--- src/rtl/ps2_scancode_rx_if.sv ---
// Decoded key-event stream: show-ahead valid/ready handshake out of the PS/2 receiver.
// The master drives events; the slave consumes them.
interface ps2_scancode_rx_if;
   logic       out_valid;
   logic       out_ready;
   logic [7:0] out_scancode;
   logic       out_released;
   logic       out_extended;

   modport master (
      output out_valid,
      output out_scancode,
      output out_released,
      output out_extended,
      input  out_ready
   );

   modport slave (
      input  out_valid,
      input  out_scancode,
      input  out_released,
      input  out_extended,
      output out_ready
   );
endinterface

--- src/rtl/ps2_scancode_rx.sv ---
// PS/2 device-to-host receiver: synchronise, glitch-filter, frame-check and decode E0/F0 prefixes.
// Each decoded key action is queued as one event in a small show-ahead FIFO.
module ps2_scancode_rx #(
   parameter int unsigned SAMPLE_DIV    = 250,
   parameter int unsigned FILTER_LEN    = 4,
   parameter int unsigned TIMEOUT_TICKS = 4000,
   parameter int unsigned FIFO_DEPTH    = 8,
   localparam int unsigned CntW         = $clog2(FIFO_DEPTH + 1)
) (
   input  logic                clk,
   input  logic                rst,
   input  logic                ps2_clk_i,
   input  logic                ps2_data_i,
   ps2_scancode_rx_if.master   out_if,
   output logic                err_parity_o,
   output logic                err_frame_o,
   output logic                overflow_o,
   output logic [CntW-1:0]     fifo_count_o
);

   localparam int unsigned DivW  = (SAMPLE_DIV > 1) ? $clog2(SAMPLE_DIV) : 1;
   localparam int unsigned FiltW = (FILTER_LEN > 1) ? $clog2(FILTER_LEN) : 1;
   localparam int unsigned ToW   = (TIMEOUT_TICKS > 1) ? $clog2(TIMEOUT_TICKS) : 1;
   localparam int unsigned PtrW  = $clog2(FIFO_DEPTH);

   localparam logic [DivW-1:0]  DivLast  = DivW'(SAMPLE_DIV - 1);
   localparam logic [FiltW-1:0] FiltLast = FiltW'(FILTER_LEN - 1);
   localparam logic [ToW-1:0]   ToLast   = ToW'(TIMEOUT_TICKS - 1);
   localparam logic [CntW-1:0]  CntFull  = CntW'(FIFO_DEPTH);

   typedef enum logic [1:0] {StIdle, StRecv, StCheck} state_e;

   // ---------------- synchronisers, sample divider, clock filter ----------------
   logic clk_meta_q, clk_sync_q, data_meta_q, data_sync_q;

   always_ff @(posedge clk or posedge rst) begin
      if (rst) begin
         clk_meta_q  <= 1'b1;
         clk_sync_q  <= 1'b1;
         data_meta_q <= 1'b1;
         data_sync_q <= 1'b1;
      end else begin
         clk_meta_q  <= ps2_clk_i;
         clk_sync_q  <= clk_meta_q;
         data_meta_q <= ps2_data_i;
         data_sync_q <= data_meta_q;
      end
   end

   logic [DivW-1:0]  div_q, div_d;
   logic [FiltW-1:0] filt_cnt_q, filt_cnt_d;
   logic             clk_filt_q, clk_filt_d;
   logic             tick, fall;

   assign tick  = (div_q == DivLast);
   assign div_d = tick ? '0 : div_q + DivW'(1);

   // The filtered clock flips only after FILTER_LEN consecutive ticks disagreeing with it.
   always_comb begin
      filt_cnt_d = filt_cnt_q;
      clk_filt_d = clk_filt_q;
      fall       = 1'b0;
      if (tick) begin
         if (clk_sync_q != clk_filt_q) begin
            if (filt_cnt_q == FiltLast) begin
               clk_filt_d = clk_sync_q;
               filt_cnt_d = '0;
               fall       = clk_filt_q;
            end else begin
               filt_cnt_d = filt_cnt_q + FiltW'(1);
            end
         end else begin
            filt_cnt_d = '0;
         end
      end
   end

   always_ff @(posedge clk or posedge rst) begin
      if (rst) begin
         div_q      <= '0;
         filt_cnt_q <= '0;
         clk_filt_q <= 1'b1;
      end else begin
         div_q      <= div_d;
         filt_cnt_q <= filt_cnt_d;
         clk_filt_q <= clk_filt_d;
      end
   end

   // ---------------- frame FSM ----------------
   state_e           state_q, state_d;
   logic [3:0]       bit_cnt_q, bit_cnt_d;
   logic [10:0]      frame_q, frame_d;
   logic [ToW-1:0]   to_cnt_q, to_cnt_d;
   logic             byte_ok_q, byte_ok_d;
   logic [7:0]       byte_q, byte_d;
   logic             err_par_q, err_par_d;
   logic             err_frm_q, err_frm_d;

   // Bits shift in from the top so that after 11 captures frame_q[0] is the start bit.
   always_comb begin
      state_d   = state_q;
      bit_cnt_d = bit_cnt_q;
      frame_d   = frame_q;
      to_cnt_d  = to_cnt_q;
      byte_ok_d = 1'b0;
      byte_d    = byte_q;
      err_par_d = 1'b0;
      err_frm_d = 1'b0;
      unique case (state_q)
         StIdle: begin
            if (fall) begin
               frame_d   = {data_sync_q, frame_q[10:1]};
               bit_cnt_d = 4'd1;
               to_cnt_d  = '0;
               state_d   = StRecv;
            end
         end
         StRecv: begin
            if (fall) begin
               frame_d  = {data_sync_q, frame_q[10:1]};
               to_cnt_d = '0;
               if (bit_cnt_q == 4'd10) begin
                  bit_cnt_d = '0;
                  state_d   = StCheck;
               end else begin
                  bit_cnt_d = bit_cnt_q + 4'd1;
               end
            end else if (tick) begin
               if (to_cnt_q == ToLast) begin
                  err_frm_d = 1'b1;
                  bit_cnt_d = '0;
                  to_cnt_d  = '0;
                  state_d   = StIdle;
               end else begin
                  to_cnt_d = to_cnt_q + ToW'(1);
               end
            end
         end
         StCheck: begin
            state_d = StIdle;
            if (frame_q[0] || !frame_q[10]) begin
               err_frm_d = 1'b1;
            end else if (!(^frame_q[9:1])) begin
               err_par_d = 1'b1;
            end else begin
               byte_ok_d = 1'b1;
               byte_d    = frame_q[8:1];
            end
         end
         default: state_d = StIdle;
      endcase
   end

   always_ff @(posedge clk or posedge rst) begin
      if (rst) begin
         state_q   <= StIdle;
         bit_cnt_q <= '0;
         frame_q   <= '0;
         to_cnt_q  <= '0;
         byte_ok_q <= 1'b0;
         byte_q    <= '0;
         err_par_q <= 1'b0;
         err_frm_q <= 1'b0;
      end else begin
         state_q   <= state_d;
         bit_cnt_q <= bit_cnt_d;
         frame_q   <= frame_d;
         to_cnt_q  <= to_cnt_d;
         byte_ok_q <= byte_ok_d;
         byte_q    <= byte_d;
         err_par_q <= err_par_d;
         err_frm_q <= err_frm_d;
      end
   end

   // ---------------- prefix decoder ----------------
   logic       ext_q, ext_d, rel_q, rel_d, push;
   logic [9:0] push_data;

   always_comb begin
      ext_d = ext_q;
      rel_d = rel_q;
      push  = 1'b0;
      if (err_par_q || err_frm_q) begin
         ext_d = 1'b0;
         rel_d = 1'b0;
      end else if (byte_ok_q) begin
         if (byte_q == 8'hE0) begin
            ext_d = 1'b1;
         end else if (byte_q == 8'hF0) begin
            rel_d = 1'b1;
         end else begin
            push  = 1'b1;
            ext_d = 1'b0;
            rel_d = 1'b0;
         end
      end
   end

   assign push_data = {byte_q, rel_q, ext_q};

   always_ff @(posedge clk or posedge rst) begin
      if (rst) begin
         ext_q <= 1'b0;
         rel_q <= 1'b0;
      end else begin
         ext_q <= ext_d;
         rel_q <= rel_d;
      end
   end

   // ---------------- event FIFO ----------------
   logic [9:0]      mem_q [FIFO_DEPTH];
   logic [PtrW-1:0] wr_ptr_q, rd_ptr_q;
   logic [CntW-1:0] count_q, count_d;
   logic            ovf_q, ovf_d;
   logic            pop, full, wr_en;

   assign pop   = (count_q != '0) && out_if.out_ready;
   assign full  = (count_q == CntFull);
   // A pop in the same cycle frees the slot, so a full FIFO still accepts the push.
   assign wr_en = push && (!full || pop);
   assign ovf_d = push && full && !pop;

   always_comb begin
      count_d = count_q;
      if (wr_en && !pop) begin
         count_d = count_q + CntW'(1);
      end else if (!wr_en && pop) begin
         count_d = count_q - CntW'(1);
      end
   end

   always_ff @(posedge clk or posedge rst) begin
      if (rst) begin
         for (int i = 0; i < int'(FIFO_DEPTH); i++) begin
            mem_q[i] <= '0;
         end
      end else if (wr_en) begin
         mem_q[wr_ptr_q] <= push_data;
      end
   end

   always_ff @(posedge clk or posedge rst) begin
      if (rst) begin
         wr_ptr_q <= '0;
         rd_ptr_q <= '0;
         count_q  <= '0;
         ovf_q    <= 1'b0;
      end else begin
         if (wr_en) wr_ptr_q <= wr_ptr_q + PtrW'(1);
         if (pop)   rd_ptr_q <= rd_ptr_q + PtrW'(1);
         count_q <= count_d;
         ovf_q   <= ovf_d;
      end
   end

   assign out_if.out_valid = (count_q != '0);
   assign {out_if.out_scancode, out_if.out_released, out_if.out_extended} = mem_q[rd_ptr_q];

   assign err_parity_o = err_par_q;
   assign err_frame_o  = err_frm_q;
   assign overflow_o   = ovf_q;
   assign fifo_count_o = count_q;

endmodule

--- src/flat_wrapper.sv ---
// flat-port wrapper written by rule: the top's interface ports become plain ports
module ps2_scancode_rx_flat 
#(
   parameter int unsigned SAMPLE_DIV    = 250,
   parameter int unsigned FILTER_LEN    = 4,
   parameter int unsigned TIMEOUT_TICKS = 4000,
   parameter int unsigned FIFO_DEPTH    = 8,
   localparam int unsigned CntW         = $clog2(FIFO_DEPTH + 1)
)
  (clk, rst, ps2_clk_i, ps2_data_i, err_parity_o, err_frame_o, overflow_o, fifo_count_o, out_if_out_valid, out_if_out_scancode, out_if_out_released, out_if_out_extended, out_if_out_ready);
  ps2_scancode_rx_if out_if_i ();
  input  logic clk;
  input  logic rst;
  input  logic ps2_clk_i;
  input  logic ps2_data_i;
  output logic err_parity_o;
  output logic err_frame_o;
  output logic overflow_o;
  output logic [CntW-1:0] fifo_count_o;
  output wire logic [$bits(out_if_i.out_valid)-1:0] out_if_out_valid;
  output wire logic [$bits(out_if_i.out_scancode)-1:0] out_if_out_scancode;
  output wire logic [$bits(out_if_i.out_released)-1:0] out_if_out_released;
  output wire logic [$bits(out_if_i.out_extended)-1:0] out_if_out_extended;
  input wire logic [$bits(out_if_i.out_ready)-1:0] out_if_out_ready;
  assign out_if_out_valid = out_if_i.out_valid;
  assign out_if_out_scancode = out_if_i.out_scancode;
  assign out_if_out_released = out_if_i.out_released;
  assign out_if_out_extended = out_if_i.out_extended;
  assign out_if_i.out_ready = out_if_out_ready;
  ps2_scancode_rx #(.SAMPLE_DIV(SAMPLE_DIV), .FILTER_LEN(FILTER_LEN), .TIMEOUT_TICKS(TIMEOUT_TICKS), .FIFO_DEPTH(FIFO_DEPTH)) u_core (.clk(clk), .rst(rst), .ps2_clk_i(ps2_clk_i), .ps2_data_i(ps2_data_i), .out_if(out_if_i), .err_parity_o(err_parity_o), .err_frame_o(err_frame_o), .overflow_o(overflow_o), .fifo_count_o(fifo_count_o));
endmodule
--- config.mk ---
export PLATFORM = sky130hd
export DESIGN_NAME = ps2_scancode_rx_flat
export DESIGN_NICKNAME = d
export VERILOG_FILES = /design/src/rtl/ps2_scancode_rx_if.sv /design/src/rtl/ps2_scancode_rx.sv /design/src/flat_wrapper.sv
export SDC_FILE = /design/constraint.sdc
export NUM_CORES = 1
export LEC_CHECK = 0
export BUFFER_PORTS_ARGS = -buffer_cell sky130_fd_sc_hd__buf_2
export CAP_MARGIN = 20
export CORE_MARGIN = 2
export CORE_UTILIZATION = 30
export DETAILED_ROUTE_END_ITERATION = 6
export GPL_TIMING_DRIVEN = 0
export PLACE_DENSITY_LB_ADDON = 0.12
export SYNTH_ARGS = -nofsm -noshare
export SYNTH_HDL_FRONTEND = slang
export SYNTH_SLANG_ARGS = --single-unit
export TNS_END_PERCENT = 30
--- constraint.sdc ---
create_clock -name clk -period 5.9 [get_ports clk]
set_clock_uncertainty 0.1 [all_clocks]
set_input_delay 0.885 -clock clk [delete_from_list [all_inputs] [get_ports clk]]
set_output_delay 0.885 -clock clk [all_outputs]
set_load 0.05 [all_outputs]
==> reports/qor.log, run 1 <==
[logic_synthesis] Syn Std Cell Area 0.00696 mm^2
[worst_setup_path] standard cell with the maximum stage delay on the critical path buf_1
[timing] Hold Violations, Final 0
[die] die height 156 um
[clock_network] deepest clock path buffer count 2
[drt] First-pass DRT Iterations 4
[timing] max-slew violation count 0
[worst_setup_path] Data arrival, critical path 3.24 ns
[worst_setup_path] stage delay of the slowest cell on the critical path 0.74 ns
[power_and_ir_drop] Pwr per Cell Area 312 mW/mm^2
[timing] worst-margin pin slew 0.936 ns
[clock_network] TritonCTS clock tree done
[drt] count of routing violations after the opening detailed-route iteration 180
[worst_setup_path] crit start category flip-flop
[power_and_ir_drop] leakage power 3.73 nW
[logic_synthesis] Mean Syn Cell Area 13.4 um^2
[worst_setup_path] cell chain of the critical path buf_1 > clkbuf_1 > mux4_2 > mux2_2 > buf_2
[placement] number of I/O port buffers 22
[worst_setup_path] reg2reg start u_core.byte_q[3]
[placement] post-place setup slack 2.02 ns
[drt] DRC viols 0
[die] starting density of the core 30.7%
[clock_network] TritonCTS Sinks 148
[logic_synthesis] fraction of synthesis flops using an asynchronous set or reset pin 100%
[worst_setup_path] critical path launch point u_core.rd_ptr_q[1]
[cells_and_area] final instance area 0.00805 mm^2
[logic_synthesis] count of state elements after synthesis 148
[placement] dpl hpwl 9710 um
[global_routing] antenna violations before repair 0
[cells_and_area] fill cell instance count of the final layout 2,228
[global_routing] vias in the first global route 4,360
[cells_and_area] area of the multi-input gates 0.00307 mm^2
[timing] time the final worst path needs with I/O delays and setup 4.22 ns
[die] site row count 55
[placement] routability cong. 0.725
[worst_setup_path] Data required, critical path 4.91 ns
[cells_and_area] Post-layout nets 581
[min_path] cell depth of the worst min-delay path 0
[cells_and_area] antenna diode count 0
[clock_network] clock latency of the later-clocked register in the worst-skew pair 0.42 ns
[drt] per-cell routed wire length 17.1 um
[worst_setup_path] endpoint of the worst-slack reg-to-reg timing path u_core.fifo_count_o[3]
[timing] Max transition margin 37.6%
[worst_setup_path] type of element capturing the critical path output pin
[power_and_ir_drop] largest voltage drop on the vdd net 0.000159 V
[worst_setup_path] Buffers & Inverters on Critical Path 3
[clock_network] clock-pin slew of the registers on the worst-case setup and hold paths 0.07 ns
[timing] number of endpoints failing setup at the final stage 0
[worst_setup_path] R2R setup slack 2.98 ns
[die] width of the chip 156 um
[timing] part of the cycle the worst path needs 71.6%
[clock_network] number of H-tree levels 4
[global_routing] maximum number of pins on one net before global-route repair 87
[cells_and_area] layout cell share with drive strength beyond 1 37.7%
[logic_synthesis] number of enable flip-flop cells after synthesis 0
[run] max_cap viols 0
[global_routing] first-pass GRT wire length 24,000 um
[cells_and_area] area taken by flip-flops and latches 0.00371 mm^2
[worst_setup_path] total stage count of the critical path 5
[cells_and_area] area delta synth->final 15.6%
[worst_setup_path] cells on worst reg2reg path 13
[drt] post-route antenna net violation count 0
[worst_setup_path] kind of critical path reg2out
[clock_network] count of cells resized by post-cts repair 0
[global_routing] total congestion overflow 0
[clock_network] total CTS buffers 17
[drt] total via count in the routed design 4,193
[global_routing] GRT Util Overall 13.0%
[worst_setup_path] Crit Path Max Fanout 10
[timing] final worst-path setup slack 1.68 ns
[clock_network] Root Driver clkbuf_16
[clock_network] hold_buf cts 0
[worst_setup_path] endpoint of the most critical setup path out_if_out_scancode[2]
[worst_setup_path] family with the most delay on the worst path buffers and inverters
[logic_synthesis] main flop type after synthesis dfrtp_1
[timing] setup repair after global routing missed its margin false
[logic_synthesis] sequential fraction of the synthesis area 53.3%
[logic_synthesis] synthesized instance count 518
[placement] Placed Area 0.00748 mm^2
[outcome] outcome complete, no violations
[drt] post-detailed-routing wire length 14,700 um
[clock_network] total setup buffers inserted after CTS 0
[logic_synthesis] Synth warnings 0
[die] Floorplan Core Area 0.0227 mm^2
[timing] Peak Freq 237 MHz
[drt] post-detailed-route via-to-cell ratio 4.89
[die] I/O pin count 23
[die] total die area 0.0244 mm^2
[logic_synthesis] Syn Nets 538
[logic_synthesis] unique cell type count in the Yosys netlist 55
[min_path] path category of the worst min-delay check reg2reg
how the worst min path moves through the flow:
stage	endpoint	slack [ns]	start
after floorplan	u_core.clk_sync_q	0.25	u_core.clk_meta_q
final	u_core.clk_sync_q	0.26	u_core.clk_meta_q
after CTS	u_core.clk_sync_q	0.26	u_core.clk_meta_q
after global routing	u_core.clk_sync_q	0.27	u_core.clk_meta_q
after detailed placement	u_core.clk_sync_q	0.25	u_core.clk_meta_q
after global placement	u_core.clk_sync_q	0.25	u_core.clk_meta_q
layout make-up:
| class | instances | area share, % |
|---|---|---|
| buffer | 29 | 1.74 |
| clock buffer | 20 | 5.55 |
| clock inverter | 11 | 1.60 |
| inverter | 13 | 0.668 |
| multi-input combinational | 328 | 38.1 |
| sequential | 148 | 46.1 |
| tap | 285 | 4.43 |
| timing repair buffer | 24 | 1.90 |
layout by cell type, fill, tap and decap left out, types with 3 or more instances in the layout:
cell and count:
a21oi_1 10, buf_1 3, buf_2 33, clkbuf_1 13
clkbuf_16 17, clkinv_4 4, dfrtp_1 143, dfstp_2 5
ha_1 14, inv_1 12, mux2_2 112, mux4_2 20
nand2_1 22, nand2b_1 4, nand3_1 15, nand4_1 4
nand4b_1 4, nor2_1 18, nor3_1 9, nor3b_1 4
nor4_1 4, o211ai_1 3, o21ai_0 24, o31ai_1 5
or3_1 3, xnor2_1 15, xor2_1 4
through the flow:
step | power, mW | utilization [%] | setup TNS, ns | hold WS (ns) | std cells
floorplan | 1.36 | - | 0 | 0.245 | 518
global placement | 1.46 | 32.7 | -116.59 | 0.246 | 825
detailed placement | 1.48 | 32.9 | 0 | 0.249 | 827
CTS | 2.56 | 35.5 | 0 | 0.262 | 858
global route | 2.64 | 35.5 | 0 | 0.268 | 858
finish | 2.51 | 35.5 | 0 | 0.258 | 858
worst register-to-register path: cells and delay by family, from the launching register on:
family	cells	cell delay, ns
AOI/OAI and AO/OA	3	0.75
buffers and inverters	3	0.46
adders and majority gates	2	0.46
and+or+nand+nor	3	0.43
xor gates and xnor gates	2	0.27
DFF	1	0.35
where the power goes:
part / switching [mW] / internal (mW)
Combinational: 0.230 / 0.139
Sequential: 0.0402 / 1.04
Clock: 0.427 / 0.634
layer usage:
metal	up-vias	share of wire, %	track usage, %
met1	2153	48	17.3
met3	8	2.3	2.82
li1	1990	-	-
met4	0	0.97	4.33
met5	-	0	0
met2	42	49	21.2
cell usage after synthesis, types with 2 or more instances:
library cell / number / area, um^2
o41ai_1: 2 / 17.5
o31ai_1: 5 / 37.5
and3b_1: 2 / 17.5
ha_1: 14 / 175
buf_1: 3 / 11.3
or4_1: 2 / 15.0
nand2b_1: 4 / 25.0
mux4_2: 20 / 450
mux2_2: 112 / 1260
nand4b_1: 4 / 35.0
buf_2: 11 / 55.1
o211ai_1: 3 / 22.5
buf_6: 2 / 22.5
nor3_1: 9 / 45.0
o21ai_0: 24 / 120
inv_1: 13 / 48.8
clkbuf_2: 2 / 10.0
nand3_1: 15 / 75.1
xor2_1: 4 / 35.0
a21o_1: 2 / 15.0
dfstp_2: 5 / 131
nand4_1: 4 / 25.0
nor3b_1: 4 / 30.0
xnor2_1: 15 / 131
and4b_1: 2 / 20.0
nand3b_1: 2 / 15.0
nor4_1: 4 / 25.0
nand2_1: 22 / 82.6
or3_1: 3 / 18.8
dfrtp_1: 143 / 3580
a21oi_1: 10 / 50.1
clkbuf_1: 11 / 41.3
nor2_1: 18 / 67.6
flip-flops by register name (all words and copies together), names as in the netlist, 2 cells and up:
name and cells:
u_core.filt_cnt_q 2, u_core.fifo_count_o 4, u_core.div_q 8, u_core.byte_q 8, u_core.frame_q 11, u_core.to_cnt_q 12, u_core.rd_ptr_q 3, u_core.wr_ptr_q 3
u_core.state_q 2, u_core.mem_q 80, u_core.bit_cnt_q 4
cell families (layout without fill, tap and decap cells):
logic type	count (synthesis)	in the layout	share of synthesized area, %
flops	148	148	53.3
mux	132	132	24.6
simple gates	107	107	8.84
compound gates	54	54	5.08
buf+inv	42	97	2.71
xor+xnor	20	20	2.71
fa+ha+maj	15	15	2.80
(Power assumes the default switching activity.)
==> run 2: changes to the inputs <==
==> constraint.sdc (replaced) <==
create_clock -name clk -period 3.5 [get_ports clk]
set_clock_uncertainty 0.1 [all_clocks]
set_input_delay 0.525 -clock clk [delete_from_list [all_inputs] [get_ports clk]]
set_output_delay 0.525 -clock clk [all_outputs]
set_load 0.05 [all_outputs]
==> reports/qor.log, run 2 (synthesis results as in run 1) <==
[placement] dpl hpwl 10,000 um [+3.2%]
[timing] Hold Violations, Final 0 [unchanged]
[worst_setup_path] stage delay of the slowest cell on the critical path 0.53 ns [-0.21 ns]
[drt] First-pass DRT Iterations 4 [unchanged]
[cells_and_area] fill cell instance count of the final layout 2,196 [-1.4%]
[worst_setup_path] R2R setup slack 0.59 ns [-2.39 ns]
[timing] max-slew violation count 0 [unchanged]
[power_and_ir_drop] largest voltage drop on the vdd net 0.000316 V [+99%]
[worst_setup_path] family with the most delay on the worst path buffers and inverters
[die] Floorplan Core Area 0.0227 mm^2 [unchanged]
[cells_and_area] most common library cell in the layout ignoring fill and taps dfrtp_1
[worst_setup_path] crit start category flip-flop
[clock_network] number of H-tree levels 4 [unchanged]
[die] total die area 0.0244 mm^2 [unchanged]
[cells_and_area] post-route core utilization 35.5% [+0.083 points]
[global_routing] first-pass GRT wire length 25,300 um [+5.3%]
[worst_setup_path] Data arrival, critical path 2.69 ns [-0.55 ns]
[timing] setup repair after global routing missed its margin false
[worst_setup_path] Crit Path Max Fanout 10 [unchanged]
[worst_setup_path] Buffers & Inverters on Critical Path 3 [unchanged]
[drt] post-route antenna net violation count 0 [unchanged]
[power_and_ir_drop] Pwr per Cell Area 515 mW/mm^2 [+65%]
[clock_network] hold_buf cts 0 [unchanged]
[worst_setup_path] Data required, critical path 2.87 ns [-2.04 ns]
[clock_network] TritonCTS clock tree done
[placement] number of I/O port buffers 22 [unchanged]
[run] max_cap viols 0 [unchanged]
[worst_setup_path] kind of critical path reg2out
[cells_and_area] layout cell share with drive strength beyond 1 38.9% [+1.2 points]
[clock_network] total CTS buffers 17 [unchanged]
[worst_setup_path] standard cell with the maximum stage delay on the critical path clkdlybuf4s18_2
[drt] post-detailed-routing wire length 15,200 um [+3.6%]
[die] I/O pin count 23 [unchanged]
[global_routing] vias in the first global route 4,442 [+1.9%]
[drt] per-cell routed wire length 17.7 um [+3.2%]
[cells_and_area] area delta synth->final 15.9%
[worst_setup_path] total stage count of the critical path 5 [unchanged]
[timing] worst-margin pin slew 0.945 ns [+0.00898 ns]
[worst_setup_path] type of element capturing the critical path output pin
[clock_network] Root Driver clkbuf_16
[global_routing] maximum number of pins on one net before global-route repair 43 [-51%]
[die] starting density of the core 30.7% [unchanged]
[power_and_ir_drop] leakage power 3.75 nW [+0.47%]
[die] width of the chip 156 um [unchanged]
[worst_setup_path] cells on worst reg2reg path 13 [unchanged]
[drt] count of routing violations after the opening detailed-route iteration 190 [+5.6%]
[drt] DRC viols 0 [unchanged]
[cells_and_area] Post-layout nets 583 [+0.34%]
[die] die height 156 um [unchanged]
[cells_and_area] registers with the highest flip-flop counts u_core.mem_q (80), u_core.to_cnt_q (12), u_core.frame_q (11)
[min_path] path category of the worst min-delay check in2async
[drt] total via count in the routed design 4,216 [+0.55%]
[clock_network] clock latency of the later-clocked register in the worst-skew pair 0.43 ns [about the same]
[worst_setup_path] critical path launch point u_core.rd_ptr_q[1]
[drt] post-detailed-route via-to-cell ratio 4.90 [+0.20%]
[clock_network] deepest clock path buffer count 2 [unchanged]
[cells_and_area] final instance area 0.00807 mm^2 [+0.23%]
[timing] Peak Freq 301 MHz
[global_routing] GRT Util Overall 13.7% [+0.66 points]
[placement] routability cong. 0.761 [+4.9%]
[timing] part of the cycle the worst path needs 94.8%
[die] site row count 55 [unchanged]
[clock_network] clock-pin slew of the registers on the worst-case setup and hold paths 0.07 ns [about the same]
[worst_setup_path] cell chain of the critical path clkdlybuf4s18_2 > clkbuf_4 > mux4_2 > mux2_2 > buf_2
[placement] Placed Area 0.00751 mm^2 [+0.49%]
[cells_and_area] register bank with the most flops u_core.mem_q
[timing] Max transition margin 37.0% [-0.60 points]
[timing] hold_ws 0.0120 ns [-0.246 ns]
[outcome] outcome complete, no violations
[timing] time the final worst path needs with I/O delays and setup 3.32 ns
[timing] number of endpoints failing setup at the final stage 0 [unchanged]
[clock_network] TritonCTS Sinks 148 [unchanged]
[cells_and_area] antenna diode count 0 [unchanged]
[global_routing] antenna violations before repair 0 [unchanged]
[cells_and_area] commonest non-fill, non-tap cells in the layout 143 x dfrtp_1, 112 x mux2_2, 33 x buf_2
[global_routing] total congestion overflow 0 [unchanged]
[worst_setup_path] reg2reg start u_core.byte_q[3]
[cells_and_area] Largest register FFs 80 [unchanged]
==> run 2: area by class of cell <==
| cell class | count | area [um^2] | area share [%] |
|---|---|---|---|
| Sequential cell | 148 | 3710 | 46.0 |
| Tap cell | 285 | 357 | 4.42 |
| Timing Repair Buffer | 26 | 190 | 2.36 |
| Clock inverter | 15 | 121 | 1.50 |
| Multi-Input combinational cell | 328 | 3070 | 38.0 |
| Inverter | 13 | 52.6 | 0.651 |
| Buffer | 29 | 151 | 1.88 |
| Clock buffer | 17 | 425 | 5.27 |
==> run 2: where the power goes <==
part           leakage [nW]  total, mW  internal, mW  switching (mW)
Sequential             2.02       1.82          1.76          0.0646
Combinational          1.46      0.630         0.235           0.395
Clock                 0.271       1.70         0.923           0.780
==> run 2: final timing paths <==
kind,to
worst max-delay path,out_if_out_scancode[4]
worst min-delay path,u_core.to_cnt_q[10]
worst max register to register,u_core.fifo_count_o[3]
worst min register to register,u_core.clk_sync_q
max in group asynchronous,u_core.mem_q[45]
min in group clk,u_core.clk_meta_q
==> run 2: worst register-to-register path: stages, from the launching register on <==
cell      delay (ns)
dfrtp_1         0.35
clkbuf_2        0.18
nand4b_1        0.24
o41ai_2         0.38
nor4_2          0.12
buf_6           0.17
ha_1            0.22
inv_1           0.12
ha_1            0.25
a21o_1          0.17
a21oi_1         0.17
xnor2_1         0.13
nor2_1          0.06
xor2_1          0.14
==> run 2: per-layer routing <==
metal  wire length (um)  up-vias  track usage [%]  share of wire, %
li1                   -     1991                -                 -
met1               7350     2168             18.2                48
met2               7270       45             22.0                48
met3                441       12             3.46               2.9
met4                162        0             4.28               1.1
met5                  0        -                0                 0
==> run 2: what timing repair did <==
item,in CTS,in global routing
gates resized for setup,5,2
setup endpoints to repair,10,10
buffers inserted,0,0
==> run 2: through the flow <==
| step | instances | setup slack (ns) | TNS (ns) | total power [mW] |
|---|---|---|---|---|
| 2_1_floorplan | 518 | 0.374 | 0 | 2.29 |
| 3_3_place_gp | 825 | -0.154 | -1.12 | 2.48 |
| 3_5_place_dp | 829 | -0.122 | -0.877 | 2.49 |
| 4_1_cts | 861 | 0.0330 | 0 | 4.24 |
| 5_1_grt | 861 | 0.0106 | 0 | 4.37 |
| 6_report | 861 | 0.182 | 0 | 4.16 |
==> run 3: changes to the inputs <==
--- a/config.mk
+++ b/config.mk
@@ -12,6 +12,7 @@
 export DETAILED_ROUTE_END_ITERATION = 6
 export GPL_TIMING_DRIVEN = 0
 export PLACE_DENSITY_LB_ADDON = 0.12
+export REMOVE_ABC_BUFFERS = 1
 export SYNTH_ARGS = -nofsm -noshare
 export SYNTH_HDL_FRONTEND = slang
 export SYNTH_SLANG_ARGS = --single-unit
==> reports/qor.log, run 3 (synthesis results as in run 1) <==
[worst_setup_path] Data arrival, critical path 2.55 ns [-0.14 ns]
[placement] number of I/O port buffers 22 [unchanged]
[cells_and_area] post-route core utilization 35.2% [-0.34 points]
[clock_network] clock-pin slew of the registers on the worst-case setup and hold paths 0.07 ns [about the same]
[timing] part of the cycle the worst path needs 90.6% [-4.2 points]
[power_and_ir_drop] largest voltage drop on the vdd net 0.000234 V [-26%]
[power_and_ir_drop] Pwr per Cell Area 528 mW/mm^2 [+2.6%]
[cells_and_area] area delta synth->final 14.8%
[drt] count of routing violations after the opening detailed-route iteration 199 [+4.7%]
[worst_setup_path] critical path launch point u_core.rd_ptr_q[0]
[drt] post-detailed-route via-to-cell ratio 4.97 [+1.5%]
[cells_and_area] area taken by flip-flops and latches 0.00371 mm^2 [unchanged]
[die] width of the chip 156 um [unchanged]
[timing] final worst-path setup slack 0.328 ns [+0.146 ns]
[clock_network] total setup buffers inserted after CTS 0 [unchanged]
[clock_network] deepest clock path buffer count 2 [unchanged]
[cells_and_area] registers with the highest flip-flop counts u_core.mem_q (80), u_core.to_cnt_q (12), u_core.frame_q (11)
[clock_network] hold_buf cts 0 [unchanged]
[die] total die area 0.0244 mm^2 [unchanged]
[timing] Hold Violations, Final 0 [unchanged]
[die] site row count 55 [unchanged]
[drt] post-detailed-routing wire length 14,500 um [-5.0%]
[global_routing] first-pass GRT wire length 24,600 um [-2.7%]
[power_and_ir_drop] leakage power 3.66 nW [-2.4%]
[global_routing] maximum number of pins on one net before global-route repair 100 [+130%]
[timing] setup repair after global routing missed its margin false
[die] starting density of the core 30.7% [unchanged]
[power_and_ir_drop] Total Power Consumption 4.22 mW [+1.6%]
[worst_setup_path] reg2reg start u_core.byte_q[5]
[timing] Max transition margin 33.5% [-3.5 points]
[timing] number of endpoints failing setup at the final stage 0 [unchanged]
[run] max_cap viols 0 [unchanged]
[clock_network] clock latency of the later-clocked register in the worst-skew pair 0.42 ns [about the same]
[worst_setup_path] type of element capturing the critical path output pin
[timing] max-slew violation count 0 [unchanged]
[timing] Peak Freq 315 MHz [+4.6%]
[cells_and_area] antenna diode count 0 [unchanged]
[worst_setup_path] kind of critical path reg2out
[global_routing] antenna violations before repair 0 [unchanged]
[cells_and_area] most common library cell in the layout ignoring fill and taps dfrtp_1
[global_routing] total congestion overflow 0 [unchanged]
[clock_network] TritonCTS Sinks 148 [unchanged]
[placement] post-place setup slack -0.0591 ns [+0.0627 ns]
[cells_and_area] Largest register FFs 80 [unchanged]
[drt] First-pass DRT Iterations 4 [unchanged]
[timing] hold_ws 0.0322 ns [+0.0202 ns]
[worst_setup_path] Data required, critical path 2.87 ns [about the same]
[worst_setup_path] crit start category flip-flop
[cells_and_area] area of the multi-input gates 0.00310 mm^2 [+0.98%]
[worst_setup_path] Crit Path Max Fanout 12 [+2]
[cells_and_area] fill cell instance count of the final layout 2,212 [+0.73%]
[clock_network] Root Driver clkbuf_16
[die] Floorplan Core Area 0.0227 mm^2 [unchanged]
[drt] per-cell routed wire length 17.4 um [-1.8%]
[placement] routability cong. 0.785 [+3.2%]
[timing] time the final worst path needs with I/O delays and setup 3.17 ns [-0.146 ns]
[drt] post-route antenna net violation count 0 [unchanged]
[cells_and_area] commonest non-fill, non-tap cells in the layout 143 x dfrtp_1, 112 x mux2_2, 24 x o21ai_0
[clock_network] number of H-tree levels 4 [unchanged]
[timing] worst-margin pin slew 0.993 ns [+0.0482 ns]
[cells_and_area] layout cell share with drive strength beyond 1 38.0% [-0.93 points]
[clock_network] TritonCTS clock tree done
[cells_and_area] Post-layout nets 555 [-4.8%]
[placement] dpl hpwl 9370 um [-6.5%]
[die] die height 156 um [unchanged]
[min_path] path category of the worst min-delay check in2async
[die] I/O pin count 23 [unchanged]
[global_routing] GRT Util Overall 13.2% [-0.51 points]
[cells_and_area] register bank with the most flops u_core.mem_q
[clock_network] total CTS buffers 17 [unchanged]
[worst_setup_path] cells on worst reg2reg path 5 [-8]
[outcome] outcome complete, no violations
[drt] DRC viols 0 [unchanged]
[drt] total via count in the routed design 4,139 [-1.8%]
[global_routing] vias in the first global route 4,532 [+2.0%]
## run 3: worst paths after layout
check / endpoint / slack, ns
worst max register to register: u_core.mem_q[16] / 0.42
min in group clk: u_core.clk_meta_q / 0.10
worst min-delay path: u_core.to_cnt_q[1] / 0.03
worst min register to register: u_core.clk_sync_q / 0.26
worst max-delay path: out_if_out_scancode[2] / 0.33
max in group asynchronous: u_core.mem_q[71] / 2.41
## run 3: critical path, cell delays in order, from the launching register on
cell	delay, ns
dfrtp_1	0.85
buf_16	0.24
mux4_2	0.52
mux2_2	0.30
buf_2	0.22
## run 3: repair_timing
| item | 4_1_cts | 5_1_grt |
|---|---|---|
| endpoints found under the hold margin | 0 | 0 |
| setup endpoints to repair | 20 | 0 |
| resized for setup | 1 | 0 |
## run 3: area by class of cell
class | instances | area share [%]
Sequential cell | 148 | 46.4
Multi-Input combinational cell | 328 | 38.7
Inverter | 13 | 0.673
Clock inverter | 13 | 1.56
Timing Repair Buffer | 27 | 2.64
Tap cell | 285 | 4.46
Clock buffer | 19 | 5.54
## run 3: routing by layer
metal	GRT usage [%]	vias to the layer above	wire length, um
met5	0	-	0
met3	3.18	13	307
met4	3.80	0	152
li1	-	1935	-
met2	21.6	37	7210
met1	17.3	2154	6800
## run 3: where the power goes
| part | switching [mW] | leakage (nW) | internal [mW] |
|---|---|---|---|
| clock | 0.757 | 0.263 | 1.00 |
| combinational | 0.285 | 1.38 | 0.269 |
| sequential | 0.151 | 2.02 | 1.76 |
| total | 1.19 | 3.66 | 3.03 |
## run 3: through the flow
step / instance area [um^2] / TNS [ns] / cells
CTS: 8000 / 0 / 833
finish: 8000 / 0 / 833
detailed placement: 7420 / -0.457 / 801
global placement: 7290 / -434.15 / 796
floorplan: 6820 / -156.84 / 489
global route: 8000 / 0 / 833
